===== src/rtl/write_burst_splitter.sv =====
// -----------------------------------------------------------------------------
// write_burst_splitter
//
// Purpose:
//   Write-side completion of burst detection. Two independent FSMs:
//   - W path: frames the write-data FIFO stream into AXI W bursts of
//     (burst_len + 1) beats, asserting m_axi_wlast on the final beat. Bursts
//     are chained without a bubble when the next length is already queued.
//   - B path: expands each single AXI B response into (burst_len + 1)
//     per-request acknowledgements pushed into the write-response FIFO.
//
// Ports:
//   clk, rst_n                 single clock, synchronous active-low reset
//   burst_len_0_*              W-path burst length FIFO (dout/empty_n/read)
//   burst_len_1_*              B-path burst length FIFO (dout/empty_n/read)
//   data_*                     write data FIFO (dout/empty_n/read)
//   m_axi_w*                   AXI W channel (wdata/wvalid/wready/wlast)
//   m_axi_b*                   AXI B channel (bvalid/bready/bresp)
//   write_resp_*               per-request ack FIFO (din/full_n/write)
//
// All outputs are combinational from registered state plus same-cycle FIFO /
// AXI inputs of the owning path, and are forced to 0 while rst_n is low.
// -----------------------------------------------------------------------------
module write_burst_splitter #(
  parameter int DataWidth     = 512,
  parameter int BurstLenWidth = 8
) (
  input  logic                     clk,
  input  logic                     rst_n,
  input  logic [BurstLenWidth-1:0] burst_len_0_dout,
  input  logic                     burst_len_0_empty_n,
  output logic                     burst_len_0_read,
  input  logic [BurstLenWidth-1:0] burst_len_1_dout,
  input  logic                     burst_len_1_empty_n,
  output logic                     burst_len_1_read,
  input  logic [DataWidth-1:0]     data_dout,
  input  logic                     data_empty_n,
  output logic                     data_read,
  output logic [DataWidth-1:0]     m_axi_wdata,
  output logic                     m_axi_wvalid,
  input  logic                     m_axi_wready,
  output logic                     m_axi_wlast,
  input  logic                     m_axi_bvalid,
  output logic                     m_axi_bready,
  input  logic [1:0]               m_axi_bresp,
  output logic                     write_resp_din,
  input  logic                     write_resp_full_n,
  output logic                     write_resp_write
);

  localparam logic [0:0] W_IDLE = 1'b0;
  localparam logic [0:0] W_DATA = 1'b1;

  localparam logic [1:0] B_IDLE = 2'd0;
  localparam logic [1:0] B_WAIT = 2'd1;
  localparam logic [1:0] B_EMIT = 2'd2;

  localparam logic [BurstLenWidth-1:0] LEN_ZERO = {BurstLenWidth{1'b0}};
  localparam logic [BurstLenWidth-1:0] LEN_ONE  = {{(BurstLenWidth-1){1'b0}}, 1'b1};
  localparam logic [DataWidth-1:0]     DATA_ZERO = {DataWidth{1'b0}};

  // W path state
  logic [0:0]               w_state_q, w_state_d;
  logic [BurstLenWidth-1:0] beats_left_q, beats_left_d;

  // B path state
  logic [1:0]               b_state_q, b_state_d;
  logic [BurstLenWidth-1:0] acks_left_q, acks_left_d;
  logic                     err_q, err_d;

  // Ungated combinational outputs
  logic                 len0_read_s;
  logic                 data_read_s;
  logic                 wvalid_s;
  logic                 wlast_s;
  logic [DataWidth-1:0] wdata_s;
  logic                 w_hs_s;
  logic                 len1_read_s;
  logic                 bready_s;
  logic                 resp_write_s;
  logic                 resp_din_s;

  // Only the error bit of the response matters; OKAY/EXOKAY are both success.
  logic                 bresp_unused_s;
  assign bresp_unused_s = m_axi_bresp[0];

  // W path next-state and output decode.
  always_comb begin
    w_state_d    = w_state_q;
    beats_left_d = beats_left_q;
    len0_read_s  = 1'b0;
    wvalid_s     = 1'b0;
    wlast_s      = 1'b0;
    wdata_s      = DATA_ZERO;
    w_hs_s       = 1'b0;
    data_read_s  = 1'b0;
    case (w_state_q)
      W_IDLE: begin
        len0_read_s = burst_len_0_empty_n;
        if (burst_len_0_empty_n) begin
          beats_left_d = burst_len_0_dout;
          w_state_d    = W_DATA;
        end else begin
          w_state_d    = W_IDLE;
        end
      end
      W_DATA: begin
        wvalid_s    = data_empty_n;
        wdata_s     = data_dout;
        wlast_s     = (beats_left_q == LEN_ZERO);
        w_hs_s      = data_empty_n & m_axi_wready;
        data_read_s = w_hs_s;
        if (w_hs_s && wlast_s) begin
          // Chain straight into the next burst when its length is waiting,
          // so the W channel keeps one beat per cycle across boundaries.
          if (burst_len_0_empty_n) begin
            len0_read_s  = 1'b1;
            beats_left_d = burst_len_0_dout;
          end else begin
            w_state_d    = W_IDLE;
          end
        end else if (w_hs_s) begin
          beats_left_d = beats_left_q - LEN_ONE;
        end else begin
          beats_left_d = beats_left_q;
        end
      end
      default: begin
        w_state_d = W_IDLE;
      end
    endcase
  end

  // B path next-state and output decode.
  always_comb begin
    b_state_d    = b_state_q;
    acks_left_d  = acks_left_q;
    err_d        = err_q;
    len1_read_s  = 1'b0;
    bready_s     = 1'b0;
    resp_write_s = 1'b0;
    resp_din_s   = 1'b0;
    case (b_state_q)
      B_IDLE: begin
        len1_read_s = burst_len_1_empty_n;
        if (burst_len_1_empty_n) begin
          acks_left_d = burst_len_1_dout;
          b_state_d   = B_WAIT;
        end else begin
          b_state_d   = B_IDLE;
        end
      end
      B_WAIT: begin
        bready_s = 1'b1;
        if (m_axi_bvalid) begin
          err_d     = m_axi_bresp[1];
          b_state_d = B_EMIT;
        end else begin
          b_state_d = B_WAIT;
        end
      end
      B_EMIT: begin
        resp_write_s = write_resp_full_n;
        resp_din_s   = err_q;
        if (write_resp_full_n) begin
          // Down-count to zero so length 255 yields 256 pushes without wrap.
          if (acks_left_q == LEN_ZERO) begin
            b_state_d = B_IDLE;
          end else begin
            acks_left_d = acks_left_q - LEN_ONE;
          end
        end else begin
          b_state_d = B_EMIT;
        end
      end
      default: begin
        b_state_d = B_IDLE;
      end
    endcase
  end

  // State registers for both paths with synchronous active-low reset.
  always_ff @(posedge clk) begin
    if (!rst_n) begin
      w_state_q    <= W_IDLE;
      beats_left_q <= LEN_ZERO;
      b_state_q    <= B_IDLE;
      acks_left_q  <= LEN_ZERO;
      err_q        <= 1'b0;
    end else begin
      w_state_q    <= w_state_d;
      beats_left_q <= beats_left_d;
      b_state_q    <= b_state_d;
      acks_left_q  <= acks_left_d;
      err_q        <= err_d;
    end
  end

  // Outputs are held at 0 for the whole time reset is asserted, including the
  // first reset cycle before the state registers have been cleared.
  assign burst_len_0_read = rst_n & len0_read_s;
  assign data_read        = rst_n & data_read_s;
  assign m_axi_wvalid     = rst_n & wvalid_s;
  assign m_axi_wlast      = rst_n & wlast_s;
  assign m_axi_wdata      = rst_n ? wdata_s : DATA_ZERO;
  assign burst_len_1_read = rst_n & len1_read_s;
  assign m_axi_bready     = rst_n & bready_s;
  assign write_resp_write = rst_n & resp_write_s;
  assign write_resp_din   = rst_n & resp_din_s;

endmodule

===== config.mk =====
export PLATFORM = sky130hd
export DESIGN_NAME = write_burst_splitter
export DESIGN_NICKNAME = d
export VERILOG_FILES = /design/src/rtl/write_burst_splitter.sv
export SDC_FILE = /design/constraint.sdc
export NUM_CORES = 1
export LEC_CHECK = 0
export ABC_AREA = 1
export CAP_MARGIN = 20
export CORE_AREA = 2 2 411 413
export DETAILED_ROUTE_END_ITERATION = 10
export DIE_AREA = 0 0 413 415
export MAX_ROUTING_LAYER = met4
export PLACE_DENSITY = 0.3
export SETUP_SLACK_MARGIN = 0.15
export SKIP_CTS_REPAIR_TIMING = 1
export SYNTH_ARGS = -nofsm -noshare
export SYNTH_HDL_FRONTEND = slang
export SYNTH_SLANG_ARGS = --single-unit

===== constraint.sdc =====
create_clock -name clk -period 1.9 [get_ports clk]
set_input_delay 0.475 -clock clk [delete_from_list [all_inputs] [get_ports clk]]
set_output_delay 0.475 -clock clk [all_outputs]
set_load 0.05 [all_outputs]

After elaboration in Yosys (flattened, before gate mapping)
Index checks and enable logic that the tools add are counted.
- logic and storage cells: 58
- output and inout port bits: 520
- register bits after elaboration: 20
- input port bits: 538
- $add $sub $neg: 2
- reductions and logical operators: 7
- muxes and demuxes: 27
- bitwise operators: 10
- eq/ne operators: 7
- operators with widths (kind ; count):
    512-bit 2-to-1 mux ; 2
    8-bit 2-to-1 mux ; 6
    8-bit one-hot mux with 2 select lines ; 2
    8-bit logical NOT ; 2
    8-bit by 1-bit subtractor with 8-bit output (second input constant) ; 2
    1-bit 2-to-1 mux ; 11
    1-bit bitwise AND ; 9
    2-bit 2-to-1 mux ; 3
    2-bit != test (second input constant) ; 3
    2-bit one-hot mux with 3 select lines ; 1
    1-bit one-hot mux with 2 select lines ; 2
    4-bit AND reduction ; 1
    3-bit by 1-bit != test with 1-bit output (second input constant) ; 1
    3-bit != test (second input constant) ; 1
    2-bit by 1-bit equality test with 1-bit output (second input constant) ; 1
    2-bit equality test (second input constant) ; 1
    2-bit logical NOT ; 1
    2-bit AND reduction ; 1
    2-bit nonzero test ; 1
    1-bit logical AND ; 1
    1-bit inverter ; 1

Longest topological paths before layout
- word-level depth: 5
- depth in mapped cells: 10
- gate-level depth less buffers: 10

Least setup slack after synthesis
No wires, ideal clock.
- path kind: reg2out
- from: register beats_left_q[0]
- to: output burst_len_0_read
- arrival time: 1.976 ns
- path slack: -0.551 ns
- data required time: 1.425 ns
- cell stages (with the launch flop): 9
- path buffers: 0
- path through: dfxtp_1 inv_1 ha_1 nand3_1 inv_1 nand2_2 nand2_2 nand2_1 nor3_1
- longest elaborated chain between the ends: 5
- RTL lines (what ; line ; RTL):
    from (decl) ; 64 ; logic [BurstLenWidth-1:0] beats_left_q, beats_left_d;
    from (signal assigned) ; 192 ; beats_left_q <= beats_left_d;
    8-bit logical NOT ; 110 ; wlast_s = (beats_left_q == LEN_ZERO);
    1-bit logical AND ; 113 ; if (w_hs_s && wlast_s) begin
    1-bit 2-to-1 mux ; 113 ;
    1-bit one-hot mux with 2 select lines ; 97 ; case (w_state_q)
    1-bit bitwise AND ; 201 ; assign burst_len_0_read = rst_n & len0_read_s;
    to (decl) ; 32 ; output logic burst_len_0_read,
No other way between the ends.

Final worst setup path
- from: input data_dout[461]
- to: output m_axi_wdata[461]
- longest elaborated chain between the ends: 2
- RTL lines (what ; line ; RTL):
    from (decl) ; 36 ; input logic [DataWidth-1:0] data_dout,
    512-bit 2-to-1 mux ; 97 ;
    512-bit 2-to-1 mux ; 205 ; assign m_axi_wdata = rst_n ? wdata_s : DATA_ZERO;
    to (decl) ; 39 ; output logic [DataWidth-1:0] m_axi_wdata,
No other way between the ends.

==> flow_summary.ini <==
[setup_path]
path_class = in2out
r2r_start = beats_left_q[0]$_SDFFE_PN0P_
timing.reg2reg.worst_path_depth = 11
cp-start-kind = input port
worstPathArrival_ps = 1730
crit_start = data_dout[461]
endpoint = m_axi_wdata[461]
r2r_slack_ps = 350
crit_path_end_kind = primary output
required_ps = 1420
cp_max_fo = 1
r2r_end = w_state_q$_SDFF_PN0_

[synthesis]
synth.most_common_cell = inv_1
synthTopCellsByArea = inv_1, nor2_1, buf_6
synthSimpleGateAreaFrac = 0.439
synth_edf_count = 0
netlist_area_um2 = 5920
synth.yosys.seq_area_share = 0.0676
yosys.area_share.adder = 0.00845
synthFlopType = dfxtp_1
syn_nets = 1873
ys_warn_count = 0
yosysTopAreaCell = inv_1
synth_common_cells = inv_1, nor2_1, nand2_1, buf_6, nand3_1
yosysTopAreaCellShare = 0.348
synth-xor-area-share = 0.00444
synth_compound_area_frac = 0.0306
muxShareOfSynthArea = 0
avgSynthCellArea_um2 = 4.45
synthCells = 1331
async_flop_share = 0
synthDistinctLibCells = 34
ys_ff_latch = 20
synth_top_family_by_area = buffers and inverters

[detailed_routing]
routed_wl_um = 124000
routed_via_density = 2.56
avgRoutedWirePerCell_um = 26.1
route.vias.total = 12200
postRouteAntennaNets = 0
dr.first_iter.drc_count = 562
first_pass_iters = 5
drc = 0

[floorplan]
initial_core_util = 0.0355
chipWidth_um = 413
dieArea_um2 = 171000
ios = 1058
placeableCoreArea_um2 = 167000
rows = 150
die_y_um = 415

[sta]
max_slew_margin = 0.622
setup_violations = 515
slew_violations = 0
tightest_slew_ps = 567
hold_violations = 0
skew_ps = 5.93
clock.fmax_ghz = 0.453
finalCritPeriodShare = 1.16
whs_ps = 498
worst_slack_ps = -309
rsz0062_at_grt = true
min_period_ps = 2210

[run]
drv_cap = 0

[run_status]
outcome = finished, violations left
violations = setup timing

[worst_hold_path]
hold_path.class = reg2reg
holdPathStages = 2

[global_routing]
antenna_found_initial = 68
grt_max_degree = 55
grt_usage = 0.141
grt_first_pass_wirelength_um = 150000
grt_pass1_vias = 12600
grt_overflow = 0

[finish]
drive_above_1_share = 0.384
fin_cells = 4754
areaGrowthSynthToFinish_pct = 354
fillers = 19000
final_nets = 3055
fin_area_um2 = 26900

[placed_design]
dp_cells = 4693
dpl.hpwl_um = 115000
placed_area_um2 = 24800
io_buffers = 1056
place_congestion = 1.06
place_ws_ps = -1330

[clock_network]
cts_sinks = 20
clk_path_buf_depth = 2
cts_htree_levels = 1
clock_latency_ps = 260
clk_pin_slew_ps = 70
cts_tree = done
cts-root-buf = clkbuf_16
cts_buffers = 3

[power]
switching_share = 0.509
total_power_mw = 9.18
p_int_mw = 4.51
power_leakage_nw = 12.2
pwr-share-comb = 0.876
power.density_nw_per_um2 = 342
power.share.clock = 0.067
ir_worst_vdd_mv = 0.283
p_switching_mw = 4.67
sequentialPowerShare = 0.057
## area by class of cell
cell class	instances	area, um2	share of cell area
antenna	38	95.1	0.00354
clock buffer	3	75.1	0.00279
clock inverter	1	30.0	0.00112
inverter	554	2090	0.0778
multi-input combinational	695	4070	0.152
sequential	20	407	0.0151
tap	2204	2760	0.103
timing repair buffer	1239	17300	0.645
## power by group through the flow
| stage | logic [mW] | registers [mW] | clock network [mW] |
|---|---|---|---|
| floorplan | 2.93 | 0.525 | 0 |
| global placement | 7.67 | 0.529 | 0 |
| detailed placement | 7.61 | 0.528 | 0 |
| CTS | 7.65 | 0.519 | 0.627 |
| global route | 8.41 | 0.528 | 0.642 |
| finish | 8.05 | 0.519 | 0.616 |
## cells in the final DEF, fill, tap and decap left out, types with 9 or more instances in the layout
cell / n
buf_12: 497
inv_1: 542
clkbuf_16: 10
clkdlybuf4s50_1: 531
diode_2: 38
a21oi_1: 9
nand3_1: 25
nor2_2: 103
buf_6: 49
nand2_1: 56
nor2_1: 335
dfxtp_1: 17
nor2_4: 115
buf_4: 139
o21ai_0: 14
## worst min-delay path by stage
stage                                      start                            to  slack, ps
CTS                 beats_left_q[1]$_SDFFE_PN0P_  beats_left_q[1]$_SDFFE_PN0P_        490
global route         acks_left_q[7]$_SDFFE_PN0P_   acks_left_q[7]$_SDFFE_PN0P_        520
finish               acks_left_q[7]$_SDFFE_PN0P_   acks_left_q[7]$_SDFFE_PN0P_        500
floorplan           beats_left_q[1]$_SDFFE_PN0P_  beats_left_q[1]$_SDFFE_PN0P_        460
global placement    beats_left_q[1]$_SDFFE_PN0P_  beats_left_q[1]$_SDFFE_PN0P_        480
detailed placement  beats_left_q[1]$_SDFFE_PN0P_  beats_left_q[1]$_SDFFE_PN0P_        470
## through the flow
stage / utilization / setup TNS [ps]
floorplan: - / -94710
global placement: 0.149 / -391020
detailed placement: 0.149 / -393020
CTS: 0.150 / -397770
global route: 0.161 / -123510
finish: 0.161 / -91390
## sequential cells by signal, summed over array words and instances, names as in the netlist
name          flops
acks_left_q       8
beats_left_q      8
b_state_q         2
err_q             1
w_state_q         1
## cells by family (layout without fill, tap and decap cells)
family / after synthesis / after routing
and+or+nand+nor: 656 / 656
adders and majority gates: 4 / 4
AOI/OAI and AO/OA: 32 / 32
buffers and inverters: 616 / 1797
DFF: 20 / 20
xor gates and xnor gates: 3 / 3
other: 0 / 38
## metal layers
layer  vias up  track usage  wire length, um
met1      5694        0.185            57500
met4         0      0.00271              465
met2       546        0.223            56800
met5         -            -                0
li1       5895            -                -
met3        46       0.0416             9540
## worst max-delay path, stage by stage
cell	delay, ps
clkdlybuf4s50_1	590
buf_4	160
inv_1	40
nor2_1	100
buf_4	200
buf_12	160
Note: power is estimated with default switching activity, not from simulation.
